--- src/rtl/pe_mac_stream.sv ---
// Systolic multiply-accumulate cell with a valid-qualified operand stream.
// Sums DIMENSION valid beats of a*b and publishes each dot product,
// optionally saturated to O_BITS. Operands and valid are forwarded
// right/down with one cycle of latency.
module pe_mac_stream #(
  parameter int DIMENSION = 4,
  parameter int I_BITS    = 8,
  parameter int O_BITS    = 2*I_BITS+$clog2(DIMENSION),
  parameter int SIGNED    = 0
) (
  input  logic              i_clock,
  input  logic              i_reset,
  input  logic              i_valid,
  input  logic              i_clear,
  input  logic [I_BITS-1:0] i_a,
  input  logic [I_BITS-1:0] i_b,
  output logic [I_BITS-1:0] o_a,
  output logic [I_BITS-1:0] o_b,
  output logic              o_valid,
  output logic [O_BITS-1:0] o_c,
  output logic              o_c_valid,
  output logic              o_sat,
  output logic              o_busy
);

  localparam int LOG_D    = (DIMENSION > 1) ? $clog2(DIMENSION) : 1;
  localparam int P_BITS   = 2*I_BITS;
  localparam int ACC_BITS = P_BITS + LOG_D;
  localparam logic [LOG_D-1:0] LAST = LOG_D'(DIMENSION-1);

  logic [ACC_BITS-1:0] acc, prod, base, sum;
  logic [LOG_D-1:0]    count;
  logic [O_BITS-1:0]   c_sat;
  logic                final_beat, ovf;

  // Product extended to accumulator width by operand signedness.
  generate
    if (SIGNED != 0) begin : g_sprod
      logic signed [P_BITS-1:0] p;
      assign p    = $signed(i_a) * $signed(i_b);
      assign prod = {{LOG_D{p[P_BITS-1]}}, p};
    end else begin : g_uprod
      logic [P_BITS-1:0] p;
      assign p    = i_a * i_b;
      assign prod = {{LOG_D{1'b0}}, p};
    end
  endgenerate

  // A clear with a beat discards the old partial sum, so add onto zero.
  assign base = i_clear ? '0 : acc;
  assign sum  = base + prod;

  // After a clear the beat is beat 0, which is final only for DIMENSION=1.
  assign final_beat = i_valid && (i_clear ? (DIMENSION == 1) : (count == LAST));

  // Clip the full-width sum into O_BITS and flag when clipping occurred.
  generate
    if (O_BITS == ACC_BITS) begin : g_nosat
      assign c_sat = sum;
      assign ovf   = 1'b0;
    end else if (SIGNED != 0) begin : g_ssat
      localparam logic [O_BITS-1:0] SMIN = O_BITS'(1) << (O_BITS-1);
      localparam logic [O_BITS-1:0] SMAX = ~SMIN;
      logic [ACC_BITS-O_BITS:0] upper;
      assign upper = sum[ACC_BITS-1:O_BITS-1];
      assign ovf   = !((&upper) || (~|upper));
      assign c_sat = ovf ? (sum[ACC_BITS-1] ? SMIN : SMAX) : sum[O_BITS-1:0];
    end else begin : g_usat
      assign ovf   = |sum[ACC_BITS-1:O_BITS];
      assign c_sat = ovf ? '1 : sum[O_BITS-1:0];
    end
  endgenerate

  // Forward operands and valid to neighbours unconditionally.
  always_ff @(posedge i_clock or negedge i_reset) begin
    if (!i_reset) begin
      o_a     <= '0;
      o_b     <= '0;
      o_valid <= 1'b0;
    end else begin
      o_a     <= i_a;
      o_b     <= i_b;
      o_valid <= i_valid;
    end
  end

  // Accumulator and beat counter; idle cycles hold unless cleared.
  always_ff @(posedge i_clock or negedge i_reset) begin
    if (!i_reset) begin
      acc   <= '0;
      count <= '0;
    end else if (i_valid) begin
      if (final_beat) begin
        acc   <= '0;
        count <= '0;
      end else begin
        acc   <= sum;
        count <= i_clear ? LOG_D'(1) : count + 1'b1;
      end
    end else if (i_clear) begin
      acc   <= '0;
      count <= '0;
    end
  end

  // Publish the result for one pulse; o_c/o_sat hold until the next one.
  always_ff @(posedge i_clock or negedge i_reset) begin
    if (!i_reset) begin
      o_c       <= '0;
      o_sat     <= 1'b0;
      o_c_valid <= 1'b0;
    end else begin
      o_c_valid <= final_beat;
      if (final_beat) begin
        o_c   <= c_sat;
        o_sat <= ovf;
      end
    end
  end

  assign o_busy = (count != '0);

endmodule

--- config.mk ---
export PLATFORM = sky130hd
export DESIGN_NAME = pe_mac_stream
export DESIGN_NICKNAME = d
export VERILOG_FILES = /design/src/rtl/pe_mac_stream.sv
export SDC_FILE = /design/constraint.sdc
export NUM_CORES = 1
export LEC_CHECK = 0
export CAP_MARGIN = 15
export CORE_MARGIN = 2
export CORE_UTILIZATION = 40
export DETAILED_ROUTE_END_ITERATION = 7
export PLACE_DENSITY_LB_ADDON = 0.2
export SYNTH_ARGS = -nofsm -noshare
export SYNTH_HDL_FRONTEND = slang
export SYNTH_SLANG_ARGS = --single-unit
export TNS_END_PERCENT = 20
--- constraint.sdc ---
create_clock -name i_clock -period 4.36 [get_ports i_clock]
set_clock_uncertainty 0.05 [all_clocks]
set_input_delay 0.436 -clock i_clock [delete_from_list [all_inputs] [get_ports i_clock]]
set_output_delay 0.436 -clock i_clock [all_outputs]
set_load 0.05 [all_outputs]
==> flow_summary.json, run 1 <==
{
  "run_status": "completed",
  "final-max-slew-violation-count": 0,
  "cp_slowest_stage_delay_ps": 520,
  "timing.hold.worst.class": "input port to async pin",
  "cts_max_level": 2,
  "drt.antenna.violating_nets": 0,
  "initialDrtViolationCount": 135,
  "report.final.hold_viol_count": 0,
  "tritoncts.num_buffers": 5,
  "maximum_number_of_pins_on_one_net_before_global_route_repair": 57,
  "fp.dieArea_um2": 12300,
  "antenna_cells_inserted": 0,
  "final_layout_size_suffix_gt1_share_pct": 20.5,
  "worst-slew-pin-transition_ps": 792,
  "power_density_nw_per_um2": 656,
  "ys_types": 42,
  "ys_seq_elements": 56,
  "setup_violations": 0,
  "area_growth_syn_to_layout_pct": 30.2,
  "top_cell_type_s_share_of_synthesized_area_pct": 30.6,
  "first_global_vias": 3686,
  "yosys_most_used_dff": "sky130_fd_sc_hd__dfrtp_1",
  "final_cycle_share_pct": 98.5,
  "first_pass_grt_wire_length_um": 17700,
  "clk_pin_slew_ps": 80,
  "route.detailed.vias_per_inst": 4.77,
  "power_mw": 3.91,
  "layout.nets": 683,
  "drc": 0,
  "core_um2": 11300,
  "syn_area_um2": 4580,
  "worst_endpoint_data_arrival_time_ps": 4400,
  "post_synth.cell_area_avg_um2": 9.85,
  "finalWirelength_um": 10300,
  "cts.sink_count": 56,
  "fin_tns_setup_ps": 0,
  "synth_area_leaders": "sky130_fd_sc_hd__dfrtp_1 31%, sky130_fd_sc_hd__fa_1 22%, sky130_fd_sc_hd__ha_1 11%",
  "setup.reg_to_reg.worst_slack_ps": 130,
  "fp-row-count": 39,
  "seq_area_frac_synth_pct": 30.6,
  "rsz0062_at_grt": "yes",
  "overflow": 0,
  "count_of_synthesis_stage_warnings_from_yosys": 0,
  "setup.worst_path.end_class": "register",
  "crit_type": "input port to register",
  "worst_ir_drop_vdd_uv": 360,
  "stdcell_count": 715,
  "die_width_um": 111,
  "wire_per_inst_um": 14.4,
  "cp_max_fo": 5,
  "crit_slowest_cell": "sky130_fd_sc_hd__fa_1",
  "post_synth_inst_count": 465,
  "worstPathBufferInverterCount": 5,
  "synth_enable_flop_cells": 0,
  "synthesized_nets": 577,
  "gr-usage-all-layers_pct": 17.7,
  "fin_crit_ps": 4290,
  "cts_max_path_buffers": 2,
  "crit_path_start_kind": "input port",
  "clk_root_buffer_cell": "sky130_fd_sc_hd__clkbuf_16",
  "chipHeight_um": 111,
  "crit_top_cell": "sky130_fd_sc_hd__fa_1",
  "synth_common_cells": "88 x sky130_fd_sc_hd__inv_1, 64 x sky130_fd_sc_hd__nand2_1, 56 x sky130_fd_sc_hd__dfrtp_1",
  "worstPathCellList": "buf_8 > buf_6 > nand2b_4 > fa_1 > inv_1 > fa_1 > fa_1 > inv_2 > fa_1 > inv_2 > ha_4 > a21o_1 > a221oi_4 > o21ai_2 > a221oi_2 > xor2_1 > o22ai_1",
  "finalHoldWorstSlack_ps": 229,
  "asyncSetResetFlopFracSynth_pct": 100,
  "max_transition_margin_pct": 47.2,
  "later_pin_clock_latency_in_the_skew_report_ps": 300,
  "place.gp.congestion": 0.811,
  "yosysMostFrequentCell": "sky130_fd_sc_hd__inv_1",
  "design.portCount": 58,
  "yosysTopAreaCell": "sky130_fd_sc_hd__dfrtp_1",
  "final_design_area_no_fill_um2": 5960,
  "cp_top_family": "adder cells",
  "placed_cells_incl_taps": 701,
  "placement.io_buffers": 56,
  "floorplan.initialDensity_pct": 40.6,
  "drt_pre_antenna_iters": 4,
  "tritoncts_clock_tree": "done",
  "power.leakage_nw": 3.01,
  "grt_antenna_before_repair": 0,
  "dp_hpwl_um": 8140,
  "worst_ep_required_time_ps": 4470,
  "vias": 3410,
  "max_cap_viol_count": 0,
  "placedInstanceArea_um2": 5680,
  "timing.fmax_ghz": 0.233
}
cells by family after synthesis:
kind of cell | count (synthesis) | synth area share, %
AO/OA/AOI/OAI | 64 | 9.51
XOR/XNOR | 13 | 2.90
adder cells (fa/ha/maj) | 92 | 33.3
buffers and inverters | 100 | 8.28
flip-flops | 56 | 30.6
other | 1 | 0.0819
AND/OR/NAND/NOR | 139 | 15.3
cell type report:
| type | count | area [µm²] |
|---|---|---|
| sequential | 56 | 1400 |
| fill | 1062 | 5310 |
| clock buffer | 5 | 125 |
| clock inverter | 3 | 27.5 |
| timing repair buffer | 110 | 922 |
| tap | 143 | 179 |
| inverter | 89 | 334 |
| multi-input combinational | 309 | 2970 |
metrics by stage:
| step | worst slack, ps | util (%) |
|---|---|---|
| 3_5_place_dp | -903 | 50.4 |
| 2_1_floorplan | 2.07 | - |
| 4_1_cts | 0.714 | 52.6 |
| 3_3_place_gp | -779 | 50.4 |
| 6_report | 65.5 | 52.9 |
| 5_1_grt | -101 | 52.9 |
repair_timing:
item,in CTS,in global routing
resized for setup,79,34
pin swaps,21,29
hold buffers,0,0
buffers inserted,3,2
cloned,1,0
endpoints found under the setup margin,20,18
sequential cells by signal, indices dropped and copies added, names as in the netlist:
register and flops:
o_b 8, o_valid 1, count 2, o_a 8
o_c_valid 1, acc 18, o_c 18
final timing paths:
kind,cells past startpoint,endpoint,startpoint
setup / recovery,17,acc[17],i_clear
hold / removal,2,o_c[0],i_reset
setup reg to reg,15,acc[17],acc[7]
hold reg to reg,2,o_c[1],o_c[1]
max in group asynchronous,2,o_b[6],i_reset
min in group i_clock,1,o_b[4],i_b[4]
routing by layer:
metal,routed length [µm],track usage [%],vias to the layer above
met1,4480,22.3,1696
met3,232,2.79,10
met2,5490,32.2,42
met5,0,0,-
li1,-,-,1662
met4,112,3.75,0
worst register-to-register path, delay by kind of cell, from the launching register on:
kind / cells / cell delay, ps
buffers and inverters: 3 / 140
XOR/XNOR: 1 / 250
AND/OR/NAND/NOR: 1 / 70
adder cells (fa/ha/maj): 5 / 2200
AO/OA/AOI/OAI: 5 / 1010
flip-flops: 1 / 380
cells in the final DEF, fill, tap and decap left out, types with 4 or more instances in the layout:
master                             n
sky130_fd_sc_hd__buf_4            54
sky130_fd_sc_hd__and2_1           41
sky130_fd_sc_hd__o21ai_1          15
sky130_fd_sc_hd__buf_6             4
sky130_fd_sc_hd__o2bb2ai_1         4
sky130_fd_sc_hd__nor2b_1           7
sky130_fd_sc_hd__xnor2_1           4
sky130_fd_sc_hd__nand2_2           4
sky130_fd_sc_hd__nand2b_1          8
sky130_fd_sc_hd__ha_4              6
sky130_fd_sc_hd__inv_1            85
sky130_fd_sc_hd__a21oi_1           6
sky130_fd_sc_hd__fa_2              4
sky130_fd_sc_hd__fa_1             46
sky130_fd_sc_hd__clkbuf_16         5
sky130_fd_sc_hd__a22o_1            5
sky130_fd_sc_hd__dfrtp_1          56
sky130_fd_sc_hd__nor2_1            4
sky130_fd_sc_hd__xor2_1            8
sky130_fd_sc_hd__buf_2             8
sky130_fd_sc_hd__ha_1             36
sky130_fd_sc_hd__clkdlybuf4s50_1  38
sky130_fd_sc_hd__inv_2             4
sky130_fd_sc_hd__o22ai_1           5
sky130_fd_sc_hd__nand2_1          60
sky130_fd_sc_hd__a21oi_2           4
power breakdown:
part / leakage, nW / switching [mW] / total, mW / internal [mW]
logic: 2.23 / 1.50 / 2.77 / 1.27
registers: 0.707 / 0.0610 / 0.712 / 0.652
clock network: 0.0719 / 0.208 / 0.427 / 0.219
(Power assumes the default switching activity.)
==> inputs of run 2 (changes only) <==
--- a/config.mk
+++ b/config.mk
@@ -5,11 +5,12 @@
 export SDC_FILE = /design/constraint.sdc
 export NUM_CORES = 1
 export LEC_CHECK = 0
-export CAP_MARGIN = 15
 export CORE_MARGIN = 2
 export CORE_UTILIZATION = 40
 export DETAILED_ROUTE_END_ITERATION = 7
 export PLACE_DENSITY_LB_ADDON = 0.2
+export RECOVER_POWER = 25
+export SLEW_MARGIN = 20
 export SYNTH_ARGS = -nofsm -noshare
 export SYNTH_HDL_FRONTEND = slang
 export SYNTH_SLANG_ARGS = --single-unit
==> run 2 against run 1 <==
The flow now finishes with violations (max-capacitance violations, max-slew violations). Global-route usage did not move. Via count barely moved. Sequential power barely moved. Critical path depth did not move. Fmax barely moved. Worst hold slack improved by 36 ps. Register-to-register slack barely moved. Design area fell by 0.25%. Wire length fell by 0.16%. Die area did not move. Highest routed layer unchanged.
==> flow_summary.json, run 2 (synthesis gave the netlist of run 1 again) <==
{
  "run_status": "finished with violations",
  "violations": "max-capacitance violations, max-slew violations",
  "maximum_number_of_pins_on_one_net_before_global_route_repair": 57,
  "tritoncts_clock_tree": "done",
  "area_growth_syn_to_layout_pct": 29.8,
  "clk_pin_slew_ps": 80,
  "cp_slowest_stage_delay_ps": 520,
  "drt_pre_antenna_iters": 4,
  "setup_slack_ps": 66.3,
  "layout_commonest_cell": "sky130_fd_sc_hd__inv_1",
  "worstPathCellList": "buf_8 > buf_6 > nand2b_4 > fa_1 > inv_1 > fa_1 > fa_1 > inv_2 > fa_1 > inv_2 > ha_4 > a21o_1 > a221oi_4 > o21ai_2 > a221oi_2 > xor2_1 > o22ai_1",
  "layout_common_cells": "85 x sky130_fd_sc_hd__inv_1, 60 x sky130_fd_sc_hd__nand2_1, 56 x sky130_fd_sc_hd__dfrtp_1",
  "power.leakage_nw": 3.00,
  "report.final.hold_viol_count": 0,
  "fin_tns_setup_ps": 0,
  "multi_input_logic_area_um2": 2970,
  "fin_crit_ps": 4290,
  "design.portCount": 58,
  "finalWirelength_um": 10300,
  "cts.sink_count": 56,
  "first_global_vias": 3686,
  "fp-row-count": 39,
  "place.gp.congestion": 0.811,
  "final.fill_count": 1069,
  "overflow": 0,
  "placement.io_buffers": 56,
  "floorplan.initialDensity_pct": 40.6,
  "crit_slowest_cell": "sky130_fd_sc_hd__fa_1",
  "setup_violations": 0,
  "worst_endpoint_data_arrival_time_ps": 4400,
  "timing.fmax_ghz": 0.233,
  "worst-slew-pin-transition_ps": 3060,
  "worstPathBufferInverterCount": 5,
  "use_met2_pct": 32.2,
  "stdcell_count": 715,
  "finalHoldWorstSlack_ps": 265,
  "worst_ep_required_time_ps": 4470,
  "route.detailed.vias_per_inst": 4.77,
  "globalRouteMet1Util_pct": 22.3,
  "initialDrtViolationCount": 105,
  "clk_root_buffer_cell": "sky130_fd_sc_hd__clkbuf_16",
  "power_density_nw_per_um2": 657,
  "cts_stage_hold_buffer_count": 0,
  "cts_max_level": 2,
  "final_core_utilization_pct": 52.7,
  "die_width_um": 111,
  "worst_ir_drop_vdd_uv": 359,
  "power_mw": 3.91,
  "final_cycle_share_pct": 98.5,
  "crit_top_cell": "sky130_fd_sc_hd__fa_1",
  "preCtsSetupSlack_ps": -903,
  "cp_max_fo": 5,
  "setup.worst_path.end_class": "register",
  "timing.hold.worst.class": "input port to register",
  "placedInstanceArea_um2": 5680,
  "crit_type": "input port to register",
  "layout.nets": 683,
  "grt_antenna_before_repair": 0,
  "core_um2": 11300,
  "cp_top_family": "adder cells",
  "antenna_cells_inserted": 0,
  "cts_max_path_buffers": 2,
  "gr-usage-all-layers_pct": 17.7,
  "final-max-slew-violation-count": 57,
  "grt_use_met3_pct": 2.79,
  "chipHeight_um": 111,
  "fp.dieArea_um2": 12300,
  "drc": 0,
  "final_design_area_no_fill_um2": 5950,
  "drt.antenna.violating_nets": 0,
  "dp_hpwl_um": 8140,
  "grt_most_used_layer": "met2",
  "later_pin_clock_latency_in_the_skew_report_ps": 300,
  "placed_cells_incl_taps": 701,
  "final-seq-area_um2": 1400,
  "max_cap_viol_count": 1,
  "top_regs": "acc (18), o_c (18)",
  "final_layout_size_suffix_gt1_share_pct": 19.8,
  "max_transition_margin_pct": -104,
  "crit_path_start_kind": "input port",
  "first_pass_grt_wire_length_um": 17700,
  "rsz0062_at_grt": "yes",
  "vias": 3409,
  "wire_per_inst_um": 14.4,
  "tritoncts.num_buffers": 5
}
[run 2: final timing paths]
| path | startpoint | to | slack [ps] | depth (start not counted) |
|---|---|---|---|---|
| max in group asynchronous | i_reset | acc[5] | 1360 | 2 |
| min in group asynchronous | i_reset | o_c[0] | 1190 | 2 |
| min reg2reg | o_c[1] | o_c[1] | 430 | 2 |
| max | i_clear | acc[17] | 70 | 17 |
| min | i_b[4] | o_b[4] | 260 | 1 |
| max reg2reg | acc[7] | acc[17] | 130 | 15 |
[run 2: layout make-up]
class	count	share of cell area (%)
clock buffer	5	2.10
clock inverter	3	0.463
inverter	89	5.62
multi-input combinational	309	50.0
sequential	56	23.6
tap	143	3.01
timing repair buffer	110	15.3
[run 2: worst reg2reg max path: stages, from the launching register on]
cell and delay (ps):
sky130_fd_sc_hd__dfrtp_1 380, sky130_fd_sc_hd__nand2b_4 70, sky130_fd_sc_hd__fa_1 480, sky130_fd_sc_hd__inv_1 50, sky130_fd_sc_hd__fa_1 450, sky130_fd_sc_hd__fa_1 510
sky130_fd_sc_hd__inv_2 40, sky130_fd_sc_hd__fa_1 520, sky130_fd_sc_hd__inv_2 50, sky130_fd_sc_hd__ha_4 240, sky130_fd_sc_hd__a21o_1 200, sky130_fd_sc_hd__a221oi_4 320
sky130_fd_sc_hd__o21ai_2 130, sky130_fd_sc_hd__a221oi_2 250, sky130_fd_sc_hd__xor2_1 250, sky130_fd_sc_hd__o22ai_1 110
[run 2: metal layers]
layer / up-vias / routed length (µm)
li1: 1662 / -
met2: 44 / 5480
met1: 1693 / 4440
met5: - / 0
met3: 10 / 251
met4: 0 / 112
[run 2: timing repair]
action,in CTS,in global routing
pin swaps,21,29
gates cloned,1,0
setup buffers,3,2
setup endpoints to repair,20,18
gates resized for setup,79,34
[run 2: power by group]
| part | internal [mW] | switching [mW] | total (mW) |
|---|---|---|---|
| Combinational | 1.27 | 1.50 | 2.77 |
| Clock | 0.219 | 0.209 | 0.428 |
| Sequential | 0.652 | 0.0608 | 0.713 |
